$ cat src/rtl/mmu_pkg.sv
// MMU shared types: TLB<->PTW bundles and
// the PTW arbiter state encoding.
package mmu_pkg;

  localparam int ITLB_IDX = 0;
  localparam int DTLB_IDX = 1;

  typedef enum logic [1:0] {
    IDLE,
    HOLD,
    WAIT_RESP
  } arb_state_t;

  typedef struct packed {
    logic        valid;
    logic [26:0] vpn;
    logic [8:0]  asid;
    logic [1:0]  prv;
    logic        store;
    logic        fetch;
  } tlb_req_t;

  typedef struct packed {
    tlb_req_t req;
  } tlb_ptw_comm_t;

  typedef struct packed {
    logic        valid;
    logic        error;
    logic [43:0] ppn;
    logic [7:0]  perm;
  } ptw_resp_t;

  typedef struct packed {
    logic [1:0] prv;
    logic       sum;
    logic       mxr;
  } ptw_status_t;

  typedef struct packed {
    logic        ptw_ready;
    ptw_resp_t   resp;
    logic        invalidate_tlb;
    ptw_status_t ptw_status;
  } ptw_tlb_comm_t;

endpackage

$ cat src/rtl/rr_arbiter.sv
// Combinational round-robin pick: first set
// request at or after rr_ptr_i, wrapping.
module rr_arbiter #(
  parameter int NUM_REQ      = 2,
  parameter int REQ_IDX_SIZE = $clog2(NUM_REQ)
) (
  input  logic [NUM_REQ-1:0]      req_i,
  input  logic [REQ_IDX_SIZE-1:0] rr_ptr_i,
  output logic [REQ_IDX_SIZE-1:0] gnt_idx_o,
  output logic                    gnt_valid_o
);

  logic [REQ_IDX_SIZE-1:0] idx;

  // Scan farthest-first so the nearest hit wins
  always_comb begin
    gnt_idx_o   = '0;
    gnt_valid_o = 1'b0;
    idx         = '0;
    for (int k = NUM_REQ - 1; k >= 0; k--) begin
      idx = REQ_IDX_SIZE'((int'(rr_ptr_i) + k) % NUM_REQ);
      if (req_i[idx]) begin
        gnt_idx_o   = idx;
        gnt_valid_o = 1'b1;
      end
    end
  end

endmodule

$ cat src/rtl/tlb_ptw_arbiter.sv
// Shares one page-table walker among several
// TLBs with a locked round-robin grant.
module tlb_ptw_arbiter
  import mmu_pkg::*;
#(
  parameter int NUM_REQ      = 2,
  parameter int REQ_IDX_SIZE = $clog2(NUM_REQ)
) (
  input  logic                    clk_i,
  input  logic                    rstn_i,
  input  tlb_ptw_comm_t           tlb_ptw_comm_i [NUM_REQ],
  output ptw_tlb_comm_t           ptw_tlb_comm_o [NUM_REQ],
  output tlb_ptw_comm_t           tlb_ptw_comm_o,
  input  ptw_tlb_comm_t           ptw_tlb_comm_i,
  output logic [REQ_IDX_SIZE-1:0] owner_o,
  output logic                    pmu_ptw_conflict_o
);

  arb_state_t              state_q;
  logic [REQ_IDX_SIZE-1:0] owner_q;
  logic [REQ_IDX_SIZE-1:0] rr_ptr_q;
  logic [REQ_IDX_SIZE-1:0] rr_ptr_d;
  logic [NUM_REQ-1:0]      vld;
  logic [NUM_REQ-1:0]      vld_q;
  logic [NUM_REQ-1:0]      own_oh;
  logic [REQ_IDX_SIZE-1:0] gnt_idx;
  logic                    gnt_valid;
  logic [REQ_IDX_SIZE-1:0] sel;
  logic                    sel_act;

  // Gather per-port request valids
  always_comb begin
    vld    = '0;
    own_oh = '0;
    for (int i = 0; i < NUM_REQ; i++) begin
      vld[i] = tlb_ptw_comm_i[i].req.valid;
    end
    own_oh[owner_q] = 1'b1;
  end

  rr_arbiter #(
    .NUM_REQ      (NUM_REQ),
    .REQ_IDX_SIZE (REQ_IDX_SIZE)
  ) u_rr (
    .req_i       (vld),
    .rr_ptr_i    (rr_ptr_q),
    .gnt_idx_o   (gnt_idx),
    .gnt_valid_o (gnt_valid)
  );

  // Pick the port that currently drives the PTW
  always_comb begin
    sel      = (state_q == HOLD) ? owner_q : gnt_idx;
    sel_act  = (state_q == HOLD) ||
               ((state_q == IDLE) && gnt_valid);
    rr_ptr_d = REQ_IDX_SIZE'((int'(owner_q) + 1) % NUM_REQ);
  end

  // Request mux, ready/resp routing, broadcasts
  always_comb begin
    tlb_ptw_comm_o = '0;
    if (sel_act) tlb_ptw_comm_o = tlb_ptw_comm_i[sel];
    for (int i = 0; i < NUM_REQ; i++) begin
      ptw_tlb_comm_o[i] = '0;
      ptw_tlb_comm_o[i].invalidate_tlb =
        ptw_tlb_comm_i.invalidate_tlb;
      ptw_tlb_comm_o[i].ptw_status =
        ptw_tlb_comm_i.ptw_status;
      ptw_tlb_comm_o[i].ptw_ready =
        sel_act && (sel == REQ_IDX_SIZE'(i)) &&
        ptw_tlb_comm_i.ptw_ready;
      if ((state_q == WAIT_RESP) &&
          (owner_q == REQ_IDX_SIZE'(i)))
        ptw_tlb_comm_o[i].resp = ptw_tlb_comm_i.resp;
    end
  end

  // Conflict: contention in IDLE, or a new loser while busy
  always_comb begin
    if (state_q == IDLE)
      pmu_ptw_conflict_o = ($countones(vld) > 1);
    else
      pmu_ptw_conflict_o = |(vld & ~vld_q & ~own_oh);
  end

  assign owner_o = owner_q;

  // Grant FSM: lock on owner until the walk returns
  always_ff @(posedge clk_i or negedge rstn_i) begin
    if (!rstn_i) begin
      state_q  <= IDLE;
      owner_q  <= '0;
      rr_ptr_q <= '0;
      vld_q    <= '0;
    end else begin
      vld_q <= vld;
      unique case (state_q)
        IDLE: begin
          if (gnt_valid) begin
            owner_q <= gnt_idx;
            state_q <= ptw_tlb_comm_i.ptw_ready ?
                       WAIT_RESP : HOLD;
          end
        end
        HOLD: begin
          if (ptw_tlb_comm_i.ptw_ready)
            state_q <= WAIT_RESP;
          else if (!vld[owner_q])
            state_q <= IDLE;
        end
        WAIT_RESP: begin
          if (ptw_tlb_comm_i.resp.valid) begin
            state_q  <= IDLE;
            rr_ptr_q <= rr_ptr_d;
          end
        end
        default: state_q <= IDLE;
      endcase
    end
  end

endmodule

$ cat config.mk
export PLATFORM = sky130hd
export DESIGN_NAME = tlb_ptw_arbiter
export DESIGN_NICKNAME = d
export VERILOG_FILES = /design/src/rtl/mmu_pkg.sv /design/src/rtl/rr_arbiter.sv /design/src/rtl/tlb_ptw_arbiter.sv
export SDC_FILE = /design/constraint.sdc
export NUM_CORES = 1
export LEC_CHECK = 0
export CAP_MARGIN = 20
export CORE_AREA = 4 4 116 118
export CTS_BUF_LIST = sky130_fd_sc_hd__clkbuf_4 sky130_fd_sc_hd__clkbuf_8
export CTS_CLUSTER_DIAMETER = 30
export CTS_CLUSTER_SIZE = 30
export DETAILED_ROUTE_END_ITERATION = 8
export DIE_AREA = 0 0 120 122
export PLACE_DENSITY_LB_ADDON = 0.25
export SKIP_CTS_REPAIR_TIMING = 1
export SLEW_MARGIN = 20
export SYNTH_ARGS = -nofsm -noshare
export SYNTH_HDL_FRONTEND = slang
export SYNTH_SLANG_ARGS = --single-unit
$ cat constraint.sdc
create_clock -name clk_i -period 1.62 [get_ports clk_i]
set_input_delay 0.243 -clock clk_i [delete_from_list [all_inputs] [get_ports clk_i]]
set_output_delay 0.243 -clock clk_i [all_outputs]
set_load 0.1 [all_outputs]
# --- After elaboration in Yosys (flattened, before gate mapping) ---
# Cells that the tools add are included.
classes:
  n_addsub: 3
  n_lt_le_gt_ge: 6
  eq_ne: 5
  muxes: 26
  bitwise: 7
  n_reduce_logical: 14
ops:
  columns: ["op", "count"]
  rows:
  - ["$mux 41", 4]
  - ["$mux 54", 2]
  - ["$mux 1", 13]
  - ["$mux 2", 5]
  - ["$logic_and 1x1->1", 8]
  - ["$lt 1x2->1 const B", 3]
  - ["$pmux 2 s3", 1]
  - ["$and 2x2->2", 2]
  - ["$ne 2x2->1 const B", 2]
  - ["$not 2->2", 2]
  - ["$reduce_and 2->1", 2]
  - ["$ne 3x3->1 const B", 1]
  - ["$reduce_and 3->1", 1]
  - ["$add 1x1->1 const B", 2]
  - ["$add 1x1->2", 1]
  - ["$eq 2x1->1 const B", 1]
  - ["$eq 2x2->1 const B", 1]
  - ["$ge 2x2->1 const B", 1]
  - ["$gt 2x1->1 const B", 1]
  - ["$logic_not 2->1", 1]
  - ["$not 1->1", 2]
  - ["$not 1->2", 1]
  - ["$reduce_or 2->1", 1]
  - ["$demux 1 s1", 1]
  - ["2 further kinds", 2]
word_totals:
  regBits: 6
  input_bits: 144
  output_inout_bits: 163
  wordCells: 65

# --- Logic depth before layout (Yosys ltp) ---
depth:
  ltp_word: 11
  mapped_depth: 5
  ltp_nobuf: 3

# --- Hierarchy ---
# Synthesis repeated with hierarchy kept, for this count alone.
unflattened:
  hier_cells: 216
  area_unflattened_um2: 1574.0
by_module_without_submodules:
  columns: ["mod", "instances", "cells_each", "area_per_inst_um2"]
  rows:
  - ["tlb_ptw_arbiter", 1, 213, 1556.5]
  - ["rr_arbiter", 1, 3, 17.5]

# --- Least setup slack after synthesis ---
# No wires, ideal clock.
synth_timing:
  path_type: "reg-to-output"
  from: "reg owner_q (netlist: owner_o)"
  to: "out tlb_ptw_comm_o[11] in the netlist's numbering"
  t_arrival_ps: 3606
  t_required_ps: 1377
  slack_ps: -2229
  stages_incl_launch_ff: 5
  path_cell_list: "dfrtp_1 nor2b_4 a31oi_4 buf_6 o32ai_1"
synth_lines:
  columns: ["element", "line", "text"]
  rows:
  - ["start, declared", "tlb_ptw_arbiter.sv:20", "logic [REQ_IDX_SIZE-1:0] owner_q;"]
  - ["start signal, assigned", "tlb_ptw_arbiter.sv:100", "owner_q <= gnt_idx;"]
  - ["end, declared", "tlb_ptw_arbiter.sv:13", "output tlb_ptw_comm_t tlb_ptw_comm_o,"]

==> impl_metrics.json <==
{
  "clockBufferDepth": 2,
  "track_usage_pct": 16.7,
  "cts_tree": "built",
  "clock_latency_ns": 0.22,
  "min_period_over_period_pct": 122,
  "path_depth": 6,
  "peakVddDrop_v": 0.00102,
  "ys_seq_elements": 6,
  "seqPwrFrac_pct": 2.2,
  "rows": 41,
  "layout_commonest_cell": "buf_12",
  "grt_max_degree": 41,
  "drc": 0,
  "wl_per_cell_um": 18.9,
  "p_sw_w": 0.00652,
  "drv_cap": 0,
  "setup_violations": 152,
  "tightest_slew_ns": 0.337,
  "rsz0062_at_grt": "true",
  "crit_arrival_ns": 1.73,
  "p_leak_nw": 3.30,
  "nNetsFinal": 747,
  "clock_skew_ns": 0.00199,
  "power_density_mw_per_mm2": 1350,
  "chipWidth_um": 120,
  "yosysSeqAreaShare_pct": 7.03,
  "placed_area_mm2": 0.00775,
  "clkPwrFrac_pct": 2.3,
  "slew_violations": 0,
  "final_cell_mix": "buf_12 (162), clkdlybuf4s50_1 (137), and2_4 (109)",
  "crit_buf_inv": 3,
  "crit_family": "buffers and inverters",
  "cpMaxStageDelayCell": "dfrtp_4",
  "final.setup.worst_slack_ns": -0.358,
  "slew_headroom_pct": 76.9,
  "dp.cells": 748,
  "finish.utilization_pct": 66.0,
  "wl_um": 14600,
  "num_vias": 3294,
  "fillerInstances": 948,
  "synth.distinct_cells": 28,
  "numClockSinks": 6,
  "r2r_start": "owner_o$_DFFE_PN0P_",
  "dr.first_iter.drc_count": 90,
  "vias_per_cell": 4.26,
  "finalInstanceArea_mm2": 0.00823,
  "core-area_mm2": 0.0125,
  "violations": "setup timing",
  "grt_pass1_vias": 3240,
  "worst_path_most_repeated_cell": "buf_12",
  "cts_inserted_buffers": 3,
  "grt_pass1_wl_um": 19100,
  "r2r_cells": 6,
  "crit_required_ns": 1.38,
  "drive_above_1_share_pct": 60.6,
  "path_cells": "nor2b_4 > a31oi_4 > buf_12 > clkbuf_16 > o32ai_4 > buf_12",
  "numPortBuffers": 291,
  "ys_warn_count": 0,
  "postSynthCellCount": 303,
  "dr.pass1.iters": 4,
  "critPathMaxStageDelay_ns": 0.49,
  "syn_area_mm2": 0.00213,
  "hold_slack_ns": 0.276,
  "status": "finished with violations",
  "crit_type": "reg2out",
  "hold_path_class": "in2async",
  "endpoint_kind": "output port",
  "io_pins": 307,
  "gp_congestion": 0.789,
  "synth_fp_nets": 447,
  "cts-root-buf": "clkbuf_8",
  "setup_tns_ns": -46.67,
  "antenna_found_initial": 0,
  "combPwrFrac_pct": 95.5,
  "start_util_pct": 17.1,
  "n_antenna_cell": 0,
  "finalNonFillerCells": 774,
  "h-tree-depth": 1,
  "avgSynthCellArea_um2": 7.04,
  "startpoint": "owner_o$_DFFE_PN0P_",
  "die_area_mm2": 0.0146,
  "critPathMaxFanout": 8,
  "crit_path_start_kind": "flop",
  "syn_to_final_growth_pct": 285,
  "power.internal_w": 0.00458,
  "cts.clk_slew.worst_paths_ns": 0.04,
  "switching_share_pct": 58.7,
  "dp_hpwl_um": 11600,
  "die_y_um": 122,
  "ant_nets": 0,
  "max_freq_mhz": 506,
  "period_minus_slack_ns": 1.98,
  "finalHoldViolCount": 0,
  "grt.overflow.total": 0
}
==> path summary, 6_finish.rpt <==
path,slack (ns),endpoint
max in group asynchronous,1.09,state_q[1]$_DFFE_PN0P_
min in group clk_i,0.42,vld_q[0]$_DFF_PN0_
min reg2reg,0.53,rr_ptr_q$_DFFE_PN0P_
min,0.28,owner_o$_DFFE_PN0P_
max,-0.36,tlb_ptw_comm_o[9]
max reg2reg,0.04,rr_ptr_q$_DFFE_PN0P_
==> sequential cells by signal (all words and copies together) (netlist names) <==
register and count:
state_q 2, vld_q 2, rr_ptr_q 1, owner_o 1
==> layout make-up <==
class,instances,area (um^2),area share [%]
repair buffers,334,5090,61.9
multi-input cells,216,2550,31.0
well taps,172,215,2.62
flip-flops and latches,6,159,1.93
inverters,42,158,1.92
clock buffers,4,48.8,0.593
==> worst register-to-register path: cells and delay by family (launching register included) <==
kind,cells,cell delay (ns)
and+or+nand+nor,3,0.56
DFF,1,0.49
buffers and inverters,3,0.45
==> metal layers <==
layer | track usage [%] | vias up | routed length, um
li1 | - | 1589 | -
met1 | 16.9 | 1531 | 5020
met2 | 33.5 | 168 | 8260
met3 | 5.90 | 6 | 1180
met4 | 2.15 | 0 | 147
met5 | 0 | - | 0
==> cell usage after synthesis, drive strengths merged <==
library cell  number  area share, %
inv               42            7.4
clkbuf            13            2.6
a21oi              1           0.23
nand2b            44             13
nor2               5            1.0
a21o               1           0.35
buf               26            9.8
and3b              1           0.41
o32ai             41             20
dfrtp              6            7.0
o22ai              1           0.29
a2111oi            1           0.41
o31ai              1           0.35
a32o               1           0.47
a31oi              3            2.3
nor2b              1           0.64
and2             109             32
nor3               2           0.47
nand2              3           0.53
or3b               1           0.41
==> logic make-up after synthesis <==
family | Yosys count | synth area share (%)
flops | 6 | 7.03
compound gates | 50 | 24.7
simple gates | 166 | 48.4
buf+inv | 81 | 19.8
==> stage by stage <==
step                      setup WS (ns)  total power (W)
after floorplan                  -0.543          0.00702
after global placement           -0.465           0.0103
after detailed placement         -0.494           0.0103
after CTS                        -0.499           0.0106
after global routing             -0.415           0.0114
final                            -0.358           0.0111
==> power groups by stage <==
| stage | combinational (W) | clock [W] | sequential (W) |
|---|---|---|---|
| 3_3_place_gp | 0.0100 | 0 | 0.000243 |
| 5_1_grt | 0.0109 | 0.000278 | 0.000252 |
| 3_5_place_dp | 0.0101 | 0 | 0.000244 |
| 2_1_floorplan | 0.00671 | 0 | 0.000312 |
| 6_report | 0.0106 | 0.000255 | 0.000246 |
| 4_1_cts | 0.0101 | 0.000261 | 0.000243 |
No activity file was read; power rests on OpenSTA's default activity.
